<file path="config.mk">
export PLATFORM = sky130hd
export DESIGN_NAME = issue_dispatch_ctrl
export DESIGN_NICKNAME = d
export VERILOG_FILES = /design/src/rtl/issue_dispatch_ctrl.sv
export SDC_FILE = /design/constraint.sdc
export NUM_CORES = 1
export LEC_CHECK = 0
export ABC_AREA = 1
export CAP_MARGIN = 20
export CORE_MARGIN = 2
export CORE_UTILIZATION = 35
export DETAILED_ROUTE_END_ITERATION = 8
export GPL_ROUTABILITY_DRIVEN = 0
export HOLD_SLACK_MARGIN = 0.15
export PLACE_DENSITY = 0.65
export SYNTH_ARGS = -nofsm -noshare
export SYNTH_HDL_FRONTEND = slang
export SYNTH_SLANG_ARGS = --single-unit
</file>
<file path="constraint.sdc">
create_clock -name clk -period 7.77 [get_ports clk]
set_input_delay 1.9425 -clock clk [delete_from_list [all_inputs] [get_ports clk]]
set_output_delay 1.9425 -clock clk [all_outputs]
set_load 0.05 [all_outputs]
</file>
<file path="src/rtl/issue_dispatch_ctrl.sv">
// Dual-issue dispatch controller: buffers one decoded instruction pair and writes
// it in order into the add and multiply reservation stations.
module issue_dispatch_ctrl #(
   parameter int ADD_RS_DEPTH = 3,
   parameter int MUL_RS_DEPTH = 2
) (
   input  logic       clk,
   input  logic       reset,
   input  logic       in_valid,
   output logic       in_ready,
   input  logic [7:0] in_type0,
   input  logic [7:0] in_dest0,
   input  logic [7:0] in_src0a,
   input  logic [7:0] in_src0b,
   input  logic [7:0] in_type1,
   input  logic [7:0] in_dest1,
   input  logic [7:0] in_src1a,
   input  logic [7:0] in_src1b,
   input  logic       flush,
   input  logic       add_rs_release,
   input  logic       mul_rs_release,
   output logic       ars_issue,
   output logic [7:0] ars_type,
   output logic [7:0] ars_dest,
   output logic [7:0] ars_src_a,
   output logic [7:0] ars_src_b,
   output logic       mrs_issue,
   output logic [7:0] mrs_type,
   output logic [7:0] mrs_dest,
   output logic [7:0] mrs_src_a,
   output logic [7:0] mrs_src_b,
   output logic       AR_Status,
   output logic       MR_Status,
   output logic       err_illegal
);

   localparam int AW = $clog2(ADD_RS_DEPTH + 1);
   localparam int MW = $clog2(MUL_RS_DEPTH + 1);
   localparam logic [AW-1:0] ADD_FULL = AW'(ADD_RS_DEPTH);
   localparam logic [MW-1:0] MUL_FULL = MW'(MUL_RS_DEPTH);

   localparam logic [1:0] CL_NOP = 2'd0;
   localparam logic [1:0] CL_ADD = 2'd1;
   localparam logic [1:0] CL_MUL = 2'd2;

   typedef enum logic [1:0] {
      ST_EMPTY = 2'd0,
      ST_TWO   = 2'd1,
      ST_ONE   = 2'd2
   } state_t;

   function automatic logic [1:0] decode_class(input logic [7:0] t);
      case (t)
         8'h01, 8'h02: decode_class = CL_ADD;
         8'h03, 8'h04: decode_class = CL_MUL;
         default:      decode_class = CL_NOP;
      endcase
   endfunction

   function automatic logic is_illegal(input logic [7:0] t);
      is_illegal = (t > 8'h04);
   endfunction

   state_t        state_q, state_d;
   logic [7:0]    s0_type_q, s0_dest_q, s0_srca_q, s0_srcb_q;
   logic [7:0]    s0_type_d, s0_dest_d, s0_srca_d, s0_srcb_d;
   logic [7:0]    s1_type_q, s1_dest_q, s1_srca_q, s1_srcb_q;
   logic [7:0]    s1_type_d, s1_dest_d, s1_srca_d, s1_srcb_d;
   logic [AW-1:0] add_free_q, add_free_d;
   logic [MW-1:0] mul_free_q, mul_free_d;
   logic          err_q, err_d;

   logic [1:0] cls0, cls1;
   logic       avail0, avail1, active, go0, go1, accept;
   logic       add_iss0, add_iss1, mul_iss0, mul_iss1;
   logic       add_rel_ok, mul_rel_ok, add_sat_err, mul_sat_err, illegal_retire;

   assign cls0   = decode_class(s0_type_q);
   assign cls1   = decode_class(s1_type_q);
   assign avail0 = (cls0 == CL_NOP) || (cls0 == CL_ADD && add_free_q != '0) ||
                   (cls0 == CL_MUL && mul_free_q != '0);
   assign avail1 = (cls1 == CL_NOP) || (cls1 == CL_ADD && add_free_q != '0) ||
                   (cls1 == CL_MUL && mul_free_q != '0);
   assign active = !reset && !flush;

   // The younger slot may only ride along if it does not compete with slot0 for an RS.
   assign go0 = active && (state_q == ST_TWO) && avail0;
   assign go1 = active && (((state_q == ST_TWO) && go0 &&
                            ((cls1 == CL_NOP) || ((cls1 != cls0) && avail1))) ||
                           ((state_q == ST_ONE) && avail1));

   assign add_iss0  = go0 && (cls0 == CL_ADD);
   assign add_iss1  = go1 && (cls1 == CL_ADD);
   assign mul_iss0  = go0 && (cls0 == CL_MUL);
   assign mul_iss1  = go1 && (cls1 == CL_MUL);
   assign ars_issue = add_iss0 || add_iss1;
   assign mrs_issue = mul_iss0 || mul_iss1;

   assign in_ready  = active && (state_q == ST_EMPTY);
   assign accept    = in_valid && in_ready;
   assign AR_Status = !reset && (add_free_q == '0);
   assign MR_Status = !reset && (mul_free_q == '0);
   assign err_illegal = err_q;

   // Release checks look at the current count only; a release at full is dropped.
   assign add_rel_ok     = add_rs_release && (add_free_q != ADD_FULL);
   assign mul_rel_ok     = mul_rs_release && (mul_free_q != MUL_FULL);
   assign add_sat_err    = add_rs_release && (add_free_q == ADD_FULL);
   assign mul_sat_err    = mul_rs_release && (mul_free_q == MUL_FULL);
   assign illegal_retire = (go0 && is_illegal(s0_type_q)) || (go1 && is_illegal(s1_type_q));

   // RS write port field muxes
   always_comb begin
      ars_type  = 8'h00;
      ars_dest  = 8'h00;
      ars_src_a = 8'h00;
      ars_src_b = 8'h00;
      mrs_type  = 8'h00;
      mrs_dest  = 8'h00;
      mrs_src_a = 8'h00;
      mrs_src_b = 8'h00;
      if (add_iss0) begin
         ars_type = s0_type_q; ars_dest = s0_dest_q; ars_src_a = s0_srca_q; ars_src_b = s0_srcb_q;
      end else if (add_iss1) begin
         ars_type = s1_type_q; ars_dest = s1_dest_q; ars_src_a = s1_srca_q; ars_src_b = s1_srcb_q;
      end else begin
         ars_type = 8'h00;
      end
      if (mul_iss0) begin
         mrs_type = s0_type_q; mrs_dest = s0_dest_q; mrs_src_a = s0_srca_q; mrs_src_b = s0_srcb_q;
      end else if (mul_iss1) begin
         mrs_type = s1_type_q; mrs_dest = s1_dest_q; mrs_src_a = s1_srca_q; mrs_src_b = s1_srcb_q;
      end else begin
         mrs_type = 8'h00;
      end
   end

   // Next-state, buffer load, free counters and sticky error
   always_comb begin
      state_d   = state_q;
      s0_type_d = s0_type_q; s0_dest_d = s0_dest_q; s0_srca_d = s0_srca_q; s0_srcb_d = s0_srcb_q;
      s1_type_d = s1_type_q; s1_dest_d = s1_dest_q; s1_srca_d = s1_srca_q; s1_srcb_d = s1_srcb_q;
      case (state_q)
         ST_EMPTY: state_d = accept ? ST_TWO : ST_EMPTY;
         ST_TWO:   state_d = go0 ? (go1 ? ST_EMPTY : ST_ONE) : ST_TWO;
         ST_ONE:   state_d = go1 ? ST_EMPTY : ST_ONE;
         default:  state_d = ST_EMPTY;
      endcase
      if (flush) begin
         state_d = ST_EMPTY;
      end else begin
         state_d = state_d;
      end
      if (accept) begin
         s0_type_d = in_type0; s0_dest_d = in_dest0; s0_srca_d = in_src0a; s0_srcb_d = in_src0b;
         s1_type_d = in_type1; s1_dest_d = in_dest1; s1_srca_d = in_src1a; s1_srcb_d = in_src1b;
      end else begin
         s0_type_d = s0_type_q;
      end
      add_free_d = add_free_q - AW'(ars_issue) + AW'(add_rel_ok);
      mul_free_d = mul_free_q - MW'(mrs_issue) + MW'(mul_rel_ok);
      err_d      = err_q || illegal_retire || add_sat_err || mul_sat_err;
   end

   // State registers
   always_ff @(posedge clk) begin
      if (reset) begin
         state_q    <= ST_EMPTY;
         s0_type_q  <= 8'h00; s0_dest_q <= 8'h00; s0_srca_q <= 8'h00; s0_srcb_q <= 8'h00;
         s1_type_q  <= 8'h00; s1_dest_q <= 8'h00; s1_srca_q <= 8'h00; s1_srcb_q <= 8'h00;
         add_free_q <= ADD_FULL;
         mul_free_q <= MUL_FULL;
         err_q      <= 1'b0;
      end else begin
         state_q    <= state_d;
         s0_type_q  <= s0_type_d; s0_dest_q <= s0_dest_d; s0_srca_q <= s0_srca_d; s0_srcb_q <= s0_srcb_d;
         s1_type_q  <= s1_type_d; s1_dest_q <= s1_dest_d; s1_srca_q <= s1_srca_d; s1_srcb_q <= s1_srcb_d;
         add_free_q <= add_free_d;
         mul_free_q <= mul_free_d;
         err_q      <= err_d;
      end
   end

endmodule

</file>
# ---- Word level (Yosys, flattened, before mapping)
# Index checks and enable logic that the tools add are counted.
dict set report totals {
  ff_bits 71
  input_bits 70
  output_inout_bits 70
  wordCells 111
}
dict set report classes {
  add_sub_neg 4
  order_cmp 2
  n_eq_ne 19
  mux 22
  reduce_logical 52
}
# operator count
set op_table {}
lappend op_table {{two-way mux 8 bit} 16}
lappend op_table {{equality test 8 x 2 -> 1 bit (second input constant)} 4}
lappend op_table {{logical AND 1 bit} 26}
lappend op_table {{equality test 8 x 1 -> 1 bit (second input constant)} 2}
lappend op_table {{equality test 8 x 3 -> 1 bit (second input constant)} 2}
lappend op_table {{> comparator 8 x 3 -> 1 bit (second input constant)} 2}
lappend op_table {{logical OR 1 bit} 12}
lappend op_table {{equality test 2 bit (second input constant)} 5}
lappend op_table {{zero test 2 bit} 5}
lappend op_table {{OR reduction 2 bit} 5}
lappend op_table {{case mux 2 bit (2 select lines)} 2}
lappend op_table {{equality test 2 x 1 -> 1 bit (second input constant)} 3}
lappend op_table {{case mux 2 bit (3 select lines)} 1}
lappend op_table {{adder 2 x 1 -> 2 bit} 2}
lappend op_table {{two-way mux 2 bit} 2}
lappend op_table {{inequality test 2 bit (second input constant)} 2}
lappend op_table {{nonzero test 2 bit} 2}
lappend op_table {{subtractor 2 x 1 -> 2 bit} 2}
lappend op_table {{zero test 1 bit} 2}
lappend op_table {{inequality test 2 bit} 1}
lappend op_table {{two-way mux 1 bit} 1}

# ---- Longest topological paths before layout
# Gate-level depths: netlist (run 1).
dict set report logic_depth {
  depth_word 17
  depth_mapped 20
  depth_no_buf 19
}

# ---- Worst setup path before layout (run 1)
# OpenSTA, ideal clock, no wires.
dict set report synth_timing {
  kind {input to output}
  from {in reset}
  to {out mrs_dest[7]}
  arrival_ns 4.002
  required_ns 5.827
  setup_slack_ns 1.826
  path_stages 9
  path_buffers 0
  cell_sequence {nor2_4 > inv_1 > nor3_1 > nand2_4 > clkinv_2 > nand2_2 > nand2_4 > nand3_4 > o21ai_0}
}
dict set report synth_between {
  elab_chain_len 11
  word_cells_on_any_way 12
  cone_classes {mux: 2; reduce/logical: 10}
}
# element line_no
set synth_lines {}
lappend synth_lines {{start: declaration} 8} ;# input logic reset,
lappend synth_lines {{zero test 1 bit (*)} 84} ;# assign active = !reset && !flush;
lappend synth_lines {{logical AND 1 bit (*)} 84}
lappend synth_lines {{logical AND 1 bit (2 in a row)} 87} ;# assign go0 = active && (state_q == ST_TWO) && avail0;
lappend synth_lines {{logical AND 1 bit (2 in a row)} 88} ;# assign go1 = active && (((state_q == ST_TWO) && go0 &&
lappend synth_lines {{logical OR 1 bit} 89} ;# ((cls1 == CL_NOP) || ((cls1 != cls0) && avail1))) ||
lappend synth_lines {{logical AND 1 bit} 88}
lappend synth_lines {{logical AND 1 bit} 95} ;# assign mul_iss1 = go1 && (cls1 == CL_MUL);
lappend synth_lines {{two-way mux 8 bit} 131} ;# end else if (mul_iss1) begin
lappend synth_lines {{two-way mux 8 bit (*)} 129} ;# if (mul_iss0) begin
lappend synth_lines {{end: declaration} 29} ;# output logic [7:0] mrs_dest,
# Mark *: on every way between the ends. The rest lies on a longest branch, timed or not.

# ---- Worst setup path in the final report (run 1)
dict set report layout_timing {
  from {in reset}
  to {out ars_src_a[4]}
}
dict set report layout_between {
  elab_chain_len 11
  word_cells_on_any_way 12
  cone_classes {mux: 2; reduce/logical: 10}
}
# element line_no
set layout_lines {}
lappend layout_lines {{zero test 1 bit (*)} 84}
lappend layout_lines {{logical AND 1 bit (*)} 84}
lappend layout_lines {{logical AND 1 bit (2 in a row)} 87}
lappend layout_lines {{logical AND 1 bit (2 in a row)} 88}
lappend layout_lines {{logical OR 1 bit} 89}
lappend layout_lines {{logical AND 1 bit} 88}
lappend layout_lines {{logical AND 1 bit} 93} ;# assign add_iss1 = go1 && (cls1 == CL_ADD);
lappend layout_lines {{two-way mux 8 bit} 124} ;# end else if (add_iss1) begin
lappend layout_lines {{two-way mux 8 bit (*)} 122} ;# if (add_iss0) begin
lappend layout_lines {{end: declaration} 25} ;# output logic [7:0] ars_src_a,
# Marked as above.

==> results of run 1 <==
worst max-delay path: stages:
cell and delay [ns]:
clkdlybuf4s50_1 0.46, nor2_4 0.24, inv_1 0.10, nor3_1 0.28, nand2_4 0.12, nor2_4 0.62
inv_2 0.45, nand2_1 0.20, o21ai_2 0.07, buf_4 0.20
final cells by class:
cell class                      count  area share, %
Clock buffer                       10           4.07
Clock inverter                      6           1.83
Inverter                           73           4.69
Multi-Input combinational cell    400           34.9
Sequential cell                    71           24.2
Tap cell                          140           2.98
Timing Repair Buffer              130           27.3
stage by stage:
stage                     power, W  instances  worst slack [ns]  cell area, µm²  util [%]
after floorplan           0.000479        586              1.83            3980         -
after global placement    0.000527        813              1.18            5500      50.3
after detailed placement  0.000531        814              1.15            5520      50.5
after CTS                  0.00101        830              1.10            5870      53.7
after global routing       0.00104        830             0.860            5870      53.7
final                      0.00100        830              1.13            5870      53.7
synth_stat cells (all sizes together):
library cell,n
dfxtp,71
inv,71
clkbuf,19
a211oi,1
nand4,1
nor2,23
nand2,162
nand3,11
buf,23
xor2,2
a31oi,1
or2,3
nor3,2
clkinv,2
ha,4
conb,1
a31o,1
o21ai,99
a21oi,79
worst max-delay path by stage:
stage / startpoint / slack [ns] / end
floorplan: reset / 1.83 / mrs_dest[7]
global placement: reset / 1.18 / mrs_src_a[7]
detailed placement: reset / 1.15 / mrs_src_a[7]
CTS: reset / 1.10 / mrs_src_a[7]
global route: reset / 0.86 / ars_dest[7]
finish: reset / 1.13 / ars_src_a[4]
where the power goes:
part	switching, W	internal (W)
clock	0.000157	0.000321
sequential	0.0000102	0.000382
combinational	0.0000743	0.0000571
cells in the final DEF, fill, tap and decap left out, types with 3 or more instances in the layout:
| master | count |
|---|---|
| nand2_1 | 156 |
| o21ai_0 | 72 |
| nand2_4 | 4 |
| clkbuf_16 | 9 |
| o21ai_2 | 27 |
| ha_1 | 4 |
| nand3_1 | 7 |
| buf_4 | 22 |
| inv_1 | 70 |
| conb_1 | 11 |
| nor2_1 | 20 |
| a21oi_2 | 11 |
| or2_2 | 3 |
| clkdlybuf4s50_1 | 73 |
| clkinv_2 | 3 |
| a21oi_1 | 67 |
| bufinv_16 | 3 |
| buf_12 | 34 |
| dfxtp_1 | 71 |
sequential cells by signal (all words and copies together) (netlist names):
register,count
mul_free_q,2
err_illegal,1
s1_srcb_q,8
state_q,2
s1_dest_q,8
s0_type_q,8
s1_srca_q,8
add_free_q,2
s0_srcb_q,8
s1_type_q,8
s0_dest_q,8
s0_srca_q,8
cells by family after synthesis:
| logic type | synth area share, % |
|---|---|
| compound gates | 27.0 |
| xor+xnor | 0.444 |
| fa+ha+maj | 1.27 |
| buf+inv | 13.2 |
| flops | 36.0 |
| other cells | 0.0950 |
| simple gates | 21.9 |
metal layers:
metal  vias to the layer above  global-route usage, %  part of all wire [%]
met5                         -                      0                     0
met4                         0                   5.89                  0.79
met3                        12                   6.82                   9.6
met2                       148                   34.2                    47
met1                      1842                   25.0                    42
li1                       2039                      -                     -
==> results.py, run 1 <==
metrics = {
    "clock_tree": {
        "cts.path.max_buffers": 2,
        "cts.sinks": 71,
        "cts_setup_buffers": 0,
        "cts_tree": "built",
        "cts_resized": 0,
        "ctsHtreeMaxLevel": 3,
        "postCtsHoldBufs": 0,
        "insertion_delay_ns": 0.33,
        "root_buffer": "clkbuf_16",
        "path_clk_slew_ns": 0.06,
        "cts_buffers": 9,
    },
    "drt": {
        "ant_nets": 0,
        "via_count": 4041,
        "drtPass1Iterations": 5,
        "dr.first_iter.drc_count": 231,
        "routed_wl_um": 11800,
        "viasPerCell": 4.87,
        "remaining_drc_errors": 0,
        "wire_per_inst_um": 14.3,
    },
    "synthesis": {
        "ys_types": 32,
        "synthTopCellsByArea": "dfxtp_1 (36%), nand2_1 (15%), o21ai_0 (9.1%), a21oi_1 (8.5%), inv_1 (6.7%)",
        "synth_warnings": 0,
        "seq_area_frac_synth_pct": 36.0,
        "yosys.area.top_type": "dfxtp_1",
        "synth_area_um2": 3950,
        "netlist.area_leader.share_pct": 36.0,
        "ys_ff_latch": 71,
        "avgSynthCellArea_um2": 6.85,
        "syn_inst": 576,
    },
    "cells_and_area": {
        "seq_area_um2": 1420,
        "diodes": 0,
        "num-nets-final": 759,
        "fill_cells": 1002,
        "syn2layout_area_growth_pct": 48.8,
        "multiInputGateArea_um2": 2050,
        "layout-drive-gt1-share_pct": 19.0,
    },
    "timing": {
        "slew_headroom_pct": 34.2,
        "whs_ns": 0.462,
        "worst_pin_slew_ns": 0.987,
        "setup_viol": 0,
        "timing.final.hold_violations": 0,
        "period_needed_ns": 6.64,
        "rsz0062_at_grt": "no",
        "skew_ns": 0.00483,
        "max_freq_ghz": 0.151,
        "setup_tns_ns": 0,
        "timing.final.crit_share_pct": 85.4,
        "slew_viol_final": 0,
    },
    "global_routing": {
        "grt_use_total_pct": 20.4,
        "grt_pass1_wl_um": 19100,
        "grt_max_degree": 107,
        "antenna_found_initial": 0,
        "overflow": 0,
        "grt_pass1_vias": 3984,
    },
    "min_path": {
        "whs_endpoint": "s1_srcb_q[7]",
        "worstHoldPathType": "register to register",
        "hold_depth": 2,
        "min_from": "s1_srcb_q[7]",
    },
    "placed_design": {
        "port_buffers": 128,
        "dp_hpwl_um": 8300,
    },
    "worst_setup_path": {
        "worst-setup-path-type": "input pin to output port",
        "startpoint_type": "input pin",
        "r2r-end": "add_free_q[0]",
        "rr_startpoint": "s0_type_q[1]",
        "crit_path_end_kind": "output port",
        "r2r_cells": 14,
        "worstPathRequired_ns": 5.83,
        "arrival_ns": 4.69,
        "ff2ff_setup_slack_ns": 4.38,
        "path_max_fanout": 34,
    },
    "floorplanning": {
        "die_h_um": 110,
        "die_w_um": 110,
        "die-area_um2": 12100,
        "start_util_pct": 36.1,
        "row_count": 38,
        "pin_count": 140,
        "coreArea_um2": 10900,
    },
    "run": {
        "cap_violations": 0,
    },
    "power_and_ir_drop": {
        "ir_drop_uv": 84.0,
        "power-per-cell-area_nw_per_um2": 171,
        "leakage_nw": 2.30,
    },
    "run_status": {
        "status": "finished clean",
    },
}
Note: power is estimated with default switching activity, not from simulation.
==> inputs of run 2 (changes only) <==
--- a/config.mk
+++ b/config.mk
@@ -8,11 +8,11 @@
 export ABC_AREA = 1
 export CAP_MARGIN = 20
 export CORE_MARGIN = 2
-export CORE_UTILIZATION = 35
+export CORE_UTILIZATION = 32
 export DETAILED_ROUTE_END_ITERATION = 8
 export GPL_ROUTABILITY_DRIVEN = 0
 export HOLD_SLACK_MARGIN = 0.15
-export PLACE_DENSITY = 0.65
+export PLACE_DENSITY = 0.6
 export SYNTH_ARGS = -nofsm -noshare
 export SYNTH_HDL_FRONTEND = slang
 export SYNTH_SLANG_ARGS = --single-unit
==> constraint.sdc (replaced) <==
create_clock -name clk -period 7.77 [get_ports clk]
set_input_delay 1.554 -clock clk [delete_from_list [all_inputs] [get_ports clk]]
set_output_delay 1.554 -clock clk [all_outputs]
set_load 0.05 [all_outputs]
==> run 2 against run 1 <==
Effect of this change:
- clock-buffer cell count is 1 higher
- first-iteration DRC count is 35% lower
- combinational power hardly changed
- sequential share of layout area is 1.2 points higher
- die area is 9.0% higher
- total power is 3.4% higher
- largest cell class unchanged
- cell count is 0.84% higher
- global-route usage is 2.4 points lower
- non-clock buffer count stayed put
- design area is 4.7% lower
- clock power is 7.5% higher
==> results.py, run 2 (synthesis results as in run 1) <==
metrics = {
    "floorplanning": {
        "pin_count": 140,
        "die_w_um": 115,
        "row_count": 40,
        "start_util_pct": 32.9,
        "die-area_um2": 13200,
        "coreArea_um2": 12000,
        "die_h_um": 115,
    },
    "worst_setup_path": {
        "crit_path_top_delay_cell": "clkdlybuf4s50_1",
        "path_max_fanout": 34,
        "crit_path_start": "reset",
        "crit_path_end": "ars_dest[6]",
        "cpPeakStageDelay_ns": 0.82,
        "crit_buf_inv": 4,
        "r2r_cells": 14,
        "crit_path_end_kind": "output port",
        "arrival_ns": 4.88,
        "path_cells": "clkdlybuf4s50_1 > nor2_4 > inv_1 > nor3_1 > nand2_4 > nor2_4 > inv_2 > a21oi_2 > clkdlybuf4s50_1",
        "ff2ff_setup_slack_ns": 4.45,
        "rr_startpoint": "s0_type_q[1]",
        "worstPathRequired_ns": 6.22,
        "cp.depth": 9,
        "r2r-end": "add_free_q[0]",
        "worst-setup-path-type": "input pin to output port",
        "startpoint_type": "input pin",
        "cp_top_family": "buffers and inverters",
    },
    "timing": {
        "worst_pin_slew_ns": 0.961,
        "timing.final.hold_violations": 0,
        "setup_viol": 0,
        "slew_headroom_pct": 35.9,
        "period_needed_ns": 6.43,
        "timing.final.crit_share_pct": 82.8,
        "slew_viol_final": 0,
        "skew_ns": 0.00576,
        "setup_tns_ns": 0,
        "max_freq_ghz": 0.155,
        "rsz0062_at_grt": "no",
    },
    "clock_tree": {
        "insertion_delay_ns": 0.33,
        "path_clk_slew_ns": 0.06,
        "ctsHtreeMaxLevel": 3,
        "root_buffer": "clkbuf_16",
        "cts.path.max_buffers": 2,
        "cts_setup_buffers": 0,
        "cts_buffers": 9,
        "cts_resized": 0,
        "postCtsHoldBufs": 0,
        "cts.sinks": 71,
        "cts_tree": "built",
    },
    "cells_and_area": {
        "layout-drive-gt1-share_pct": 11.0,
        "seq_area_um2": 1420,
        "diodes": 0,
        "final_common_cell": "nand2_1",
        "multiInputGateArea_um2": 2050,
        "syn2layout_area_growth_pct": 41.8,
        "fin_area_um2": 5590,
        "most-common-layout-cells": "nand2_1 (156), clkdlybuf4s50_1 (127), o21ai_0 (72)",
        "num-nets-final": 759,
        "fill_cells": 1195,
    },
    "drt": {
        "routed_wl_um": 11800,
        "dr.first_iter.drc_count": 151,
        "viasPerCell": 4.77,
        "remaining_drc_errors": 0,
        "wire_per_inst_um": 14.1,
        "ant_nets": 0,
        "drtPass1Iterations": 4,
        "via_count": 3996,
    },
    "power_and_ir_drop": {
        "clkPwrFrac_pct": 49.6,
        "switching_share_pct": 23.4,
        "power-per-cell-area_nw_per_um2": 185,
        "combPwrFrac_pct": 12.5,
        "leakage_nw": 2.10,
        "seq_power_share_pct": 37.9,
        "p_switching_w": 0.000242,
        "p_int_w": 0.000793,
        "ir_drop_uv": 127,
    },
    "global_routing": {
        "grt_pass1_wl_um": 18800,
        "antenna_found_initial": 0,
        "grt_max_degree": 107,
        "grt_use_total_pct": 18.1,
        "overflow": 0,
        "grt_pass1_vias": 3846,
    },
    "placed_design": {
        "placed_cell_area_um2": 5220,
        "dp_hpwl_um": 8270,
        "port_buffers": 128,
    },
    "run_status": {
        "status": "finished clean",
    },
    "min_path": {
        "worstHoldPathType": "register to register",
    },
    "run": {
        "cap_violations": 0,
    },
}
-- run 2: changes by cell type in the layout (fill, tap and decap cells not counted) --
cell / delta
buf_4: -19
buf_16: -1
buf_12: -34
clkinv_2: -2
clkinvlp_4: -1
clkinv_4: +1
clkbuf_1: +1
clkdlybuf4s50_1: +54
bufinv_16: +1
-- run 2: final cells by class --
cell class              instances  share of cell area, %
multi-input cells             400                   36.6
repair buffers                130                   23.1
flip-flops and latches         71                   25.4
well taps                     147                   3.29
clock inverters                 5                   2.30
clock buffers                  11                   4.34
inverters                      73                   4.92
-- run 2: worst min-delay path by stage --
stage,from,slack [ns],to,depth (start not counted)
6_report,s1_srca_q[7],0.46,s1_srca_q[7],2
4_1_cts,s1_srcb_q[0],0.46,s1_srcb_q[0],2
5_1_grt,s0_type_q[5],0.48,s0_type_q[5],2
3_3_place_gp,s0_dest_q[0],0.45,s0_dest_q[0],2
2_1_floorplan,s0_dest_q[0],0.44,s0_dest_q[0],2
3_5_place_dp,s1_srcb_q[0],0.45,s1_srcb_q[0],2
-- run 2: through the flow --
step / worst slack [ns] / util, % / hold WS (ns) / power [W] / std cells
4_1_cts: 1.29 / 46.6 / 0.464 / 0.00105 / 837
2_1_floorplan: 2.60 / - / 0.438 / 0.000479 / 586
3_3_place_gp: 1.34 / 43.5 / 0.452 / 0.000528 / 821
5_1_grt: 1.09 / 46.6 / 0.484 / 0.00107 / 837
3_5_place_dp: 1.31 / 43.5 / 0.455 / 0.000530 / 821
6_report: 1.34 / 46.6 / 0.463 / 0.00104 / 837
-- run 2: tightest hold or removal path, stage by stage (launching register included) --
cell	delay, ns
dfxtp_1	0.31
inv_1	0.06
a21oi_1	0.05
-- run 2: per-layer routing --
metal | share of wire (%) | global-route usage [%]
met5 | 0 | 0
met4 | 1.5 | 7.71
met3 | 8.5 | 5.64
met2 | 47 | 30.1
met1 | 43 | 21.6
-- run 2: power groups by stage --
stage,Clock (W),Combinational (W),Sequential [W]
finish,0.000514,0.000130,0.000392
global route,0.000536,0.000144,0.000394
CTS,0.000523,0.000131,0.000392
detailed placement,0,0.000130,0.000400
global placement,0,0.000128,0.000399
floorplan,0,0.0000803,0.000399
==> inputs of run 3 (changes only) <==
--- a/config.mk
+++ b/config.mk
@@ -12,7 +12,7 @@
 export DETAILED_ROUTE_END_ITERATION = 8
 export GPL_ROUTABILITY_DRIVEN = 0
 export HOLD_SLACK_MARGIN = 0.15
-export PLACE_DENSITY = 0.6
+export PLACE_DENSITY = 0.63
 export SYNTH_ARGS = -nofsm -noshare
 export SYNTH_HDL_FRONTEND = slang
 export SYNTH_SLANG_ARGS = --single-unit
==> constraint.sdc (replaced) <==
create_clock -name clk -period 5.46 [get_ports clk]
set_input_delay 1.092 -clock clk [delete_from_list [all_inputs] [get_ports clk]]
set_output_delay 1.092 -clock clk [all_outputs]
set_load 0.05 [all_outputs]
==> run 3 against run 2 <==
Effect of this change:
- register-to-register slack lost 2.1 ns
- clock-buffer cell count unchanged
- sequential power up 42%
- largest power group unchanged
- highest routed layer unchanged
==> results.py, run 3 (synthesis results as in run 1) <==
metrics = {
    "placed_design": {
        "port_buffers": 128,
        "dp_hpwl_um": 8560,
    },
    "worst_setup_path": {
        "cp_top_family": "simple AND/OR/NAND/NOR gates",
        "path_max_fanout": 28,
        "path_common_cell": "nand2_4",
        "crit_buf_inv": 4,
        "cpPeakStageDelay_ns": 0.52,
        "crit_path_top_delay_cell": "o21ai_0",
        "worstPathRequired_ns": 4.37,
        "path_cells": "clkdlybuf4s50_1 > nor2_4 > inv_1 > nor3_1 > nand2_4 > clkinv_2 > nand2_2 > nand2_4 > nand3_4 > o21ai_0 > buf_12",
        "startpoint_type": "input pin",
        "crit_path_end_kind": "output port",
        "arrival_ns": 3.71,
        "worst-setup-path-type": "input pin to output port",
    },
    "cells_and_area": {
        "most-common-layout-cells": "nand2_1 (156), o21ai_0 (72), clkdlybuf4s50_1 (72)",
        "num-nets-final": 763,
        "layout-drive-gt1-share_pct": 19.3,
        "final_common_cell": "nand2_1",
        "diodes": 0,
        "syn2layout_area_growth_pct": 52.7,
    },
    "clock_tree": {
        "cts.sinks": 71,
        "cts_tree": "built",
        "cts_buffers": 9,
        "path_clk_slew_ns": 0.06,
        "cts_setup_buffers": 0,
        "root_buffer": "clkbuf_16",
        "postCtsHoldBufs": 0,
        "ctsHtreeMaxLevel": 3,
        "cts.path.max_buffers": 2,
        "insertion_delay_ns": 0.32,
        "cts_resized": 0,
    },
    "drt": {
        "remaining_drc_errors": 0,
        "wire_per_inst_um": 14.3,
        "drtPass1Iterations": 4,
        "dr.first_iter.drc_count": 172,
        "viasPerCell": 4.78,
        "routed_wl_um": 12000,
        "via_count": 4020,
        "ant_nets": 0,
    },
    "global_routing": {
        "overflow": 0,
        "grt_max_degree": 106,
        "antenna_found_initial": 0,
        "grt_pass1_wl_um": 19400,
        "grt_use_total_pct": 18.7,
        "grt_pass1_vias": 3959,
    },
    "power_and_ir_drop": {
        "ir_drop_uv": 161,
        "total_power_w": 0.00142,
        "leakage_nw": 2.34,
        "power-per-cell-area_nw_per_um2": 235,
    },
    "timing": {
        "timing.final.crit_share_pct": 87.9,
        "skew_ns": 0.00700,
        "slew_headroom_pct": 37.5,
        "max_freq_ghz": 0.208,
        "period_needed_ns": 4.80,
        "worst_pin_slew_ns": 0.937,
        "slew_viol_final": 0,
        "setup_viol": 0,
        "whs_ns": 0.465,
        "setup_tns_ns": 0,
        "timing.final.hold_violations": 0,
        "rsz0062_at_grt": "no",
    },
    "floorplanning": {
        "die-area_um2": 13200,
        "die_w_um": 115,
        "row_count": 40,
        "pin_count": 140,
        "start_util_pct": 32.9,
        "die_h_um": 115,
        "coreArea_um2": 12000,
    },
    "run": {
        "cap_violations": 0,
    },
    "run_status": {
        "status": "finished clean",
    },
    "min_path": {
        "worstHoldPathType": "register to register",
    },
}
run 3: per-stage QoR:
stage	instances	utilization, %	setup WS (ns)	instance area, µm²
after floorplan	586	-	1.22	3980
after global placement	824	47.1	0.797	5660
after detailed placement	825	47.3	0.701	5690
after CTS	841	50.2	0.619	6020
after global routing	841	50.2	0.492	6020
final	841	50.2	0.658	6020
run 3: layout make-up:
type,count,area [µm²]
fill,1143,5990
multi-input combinational,400,2050
timing repair buffer,134,1760
sequential,71,1420
inverter,73,275
clock buffer,11,233
tap,147,184
clock inverter,5,106
run 3: worst paths after layout:
check	slack [ns]	end	start	depth (start not counted)
worst max-delay path	0.66	mrs_src_a[7]	reset	11
worst min-delay path	0.46	s1_dest_q[4]	s1_dest_q[4]	2
worst max register to register	2.34	add_free_q[0]	s0_type_q[1]	14
worst min register to register	0.46	s1_dest_q[4]	s1_dest_q[4]	2
run 3: power breakdown:
group          switching (W)  leakage (nW)  internal [W]
logic               0.000106          1.60     0.0000816
registers          0.0000144         0.579      0.000543
clock network       0.000224         0.160      0.000448
total               0.000344          2.34       0.00107
run 3: worst reg2reg max path: stages (launching register included):
cell and delay (ns):
dfxtp_1 0.42, nand2_1 0.12, clkinv_1 0.07, nand2_2 0.06, a21oi_4 0.20, nand2_1 0.09, nand3_2 0.11, nand2_4 0.08
nor2_4 0.44, inv_2 0.37, nand2_1 0.27, ha_1 0.26, inv_1 0.06, ha_1 0.21, or2_2 0.26
run 3: layer usage:
metal / vias up / GRT usage, % / share of wire (%)
met5: - / 0 / 0
met4: 0 / 4.90 / 1.1
met3: 11 / 4.96 / 6.8
met2: 131 / 32.7 / 49
met1: 1831 / 22.6 / 43
li1: 2047 / - / -
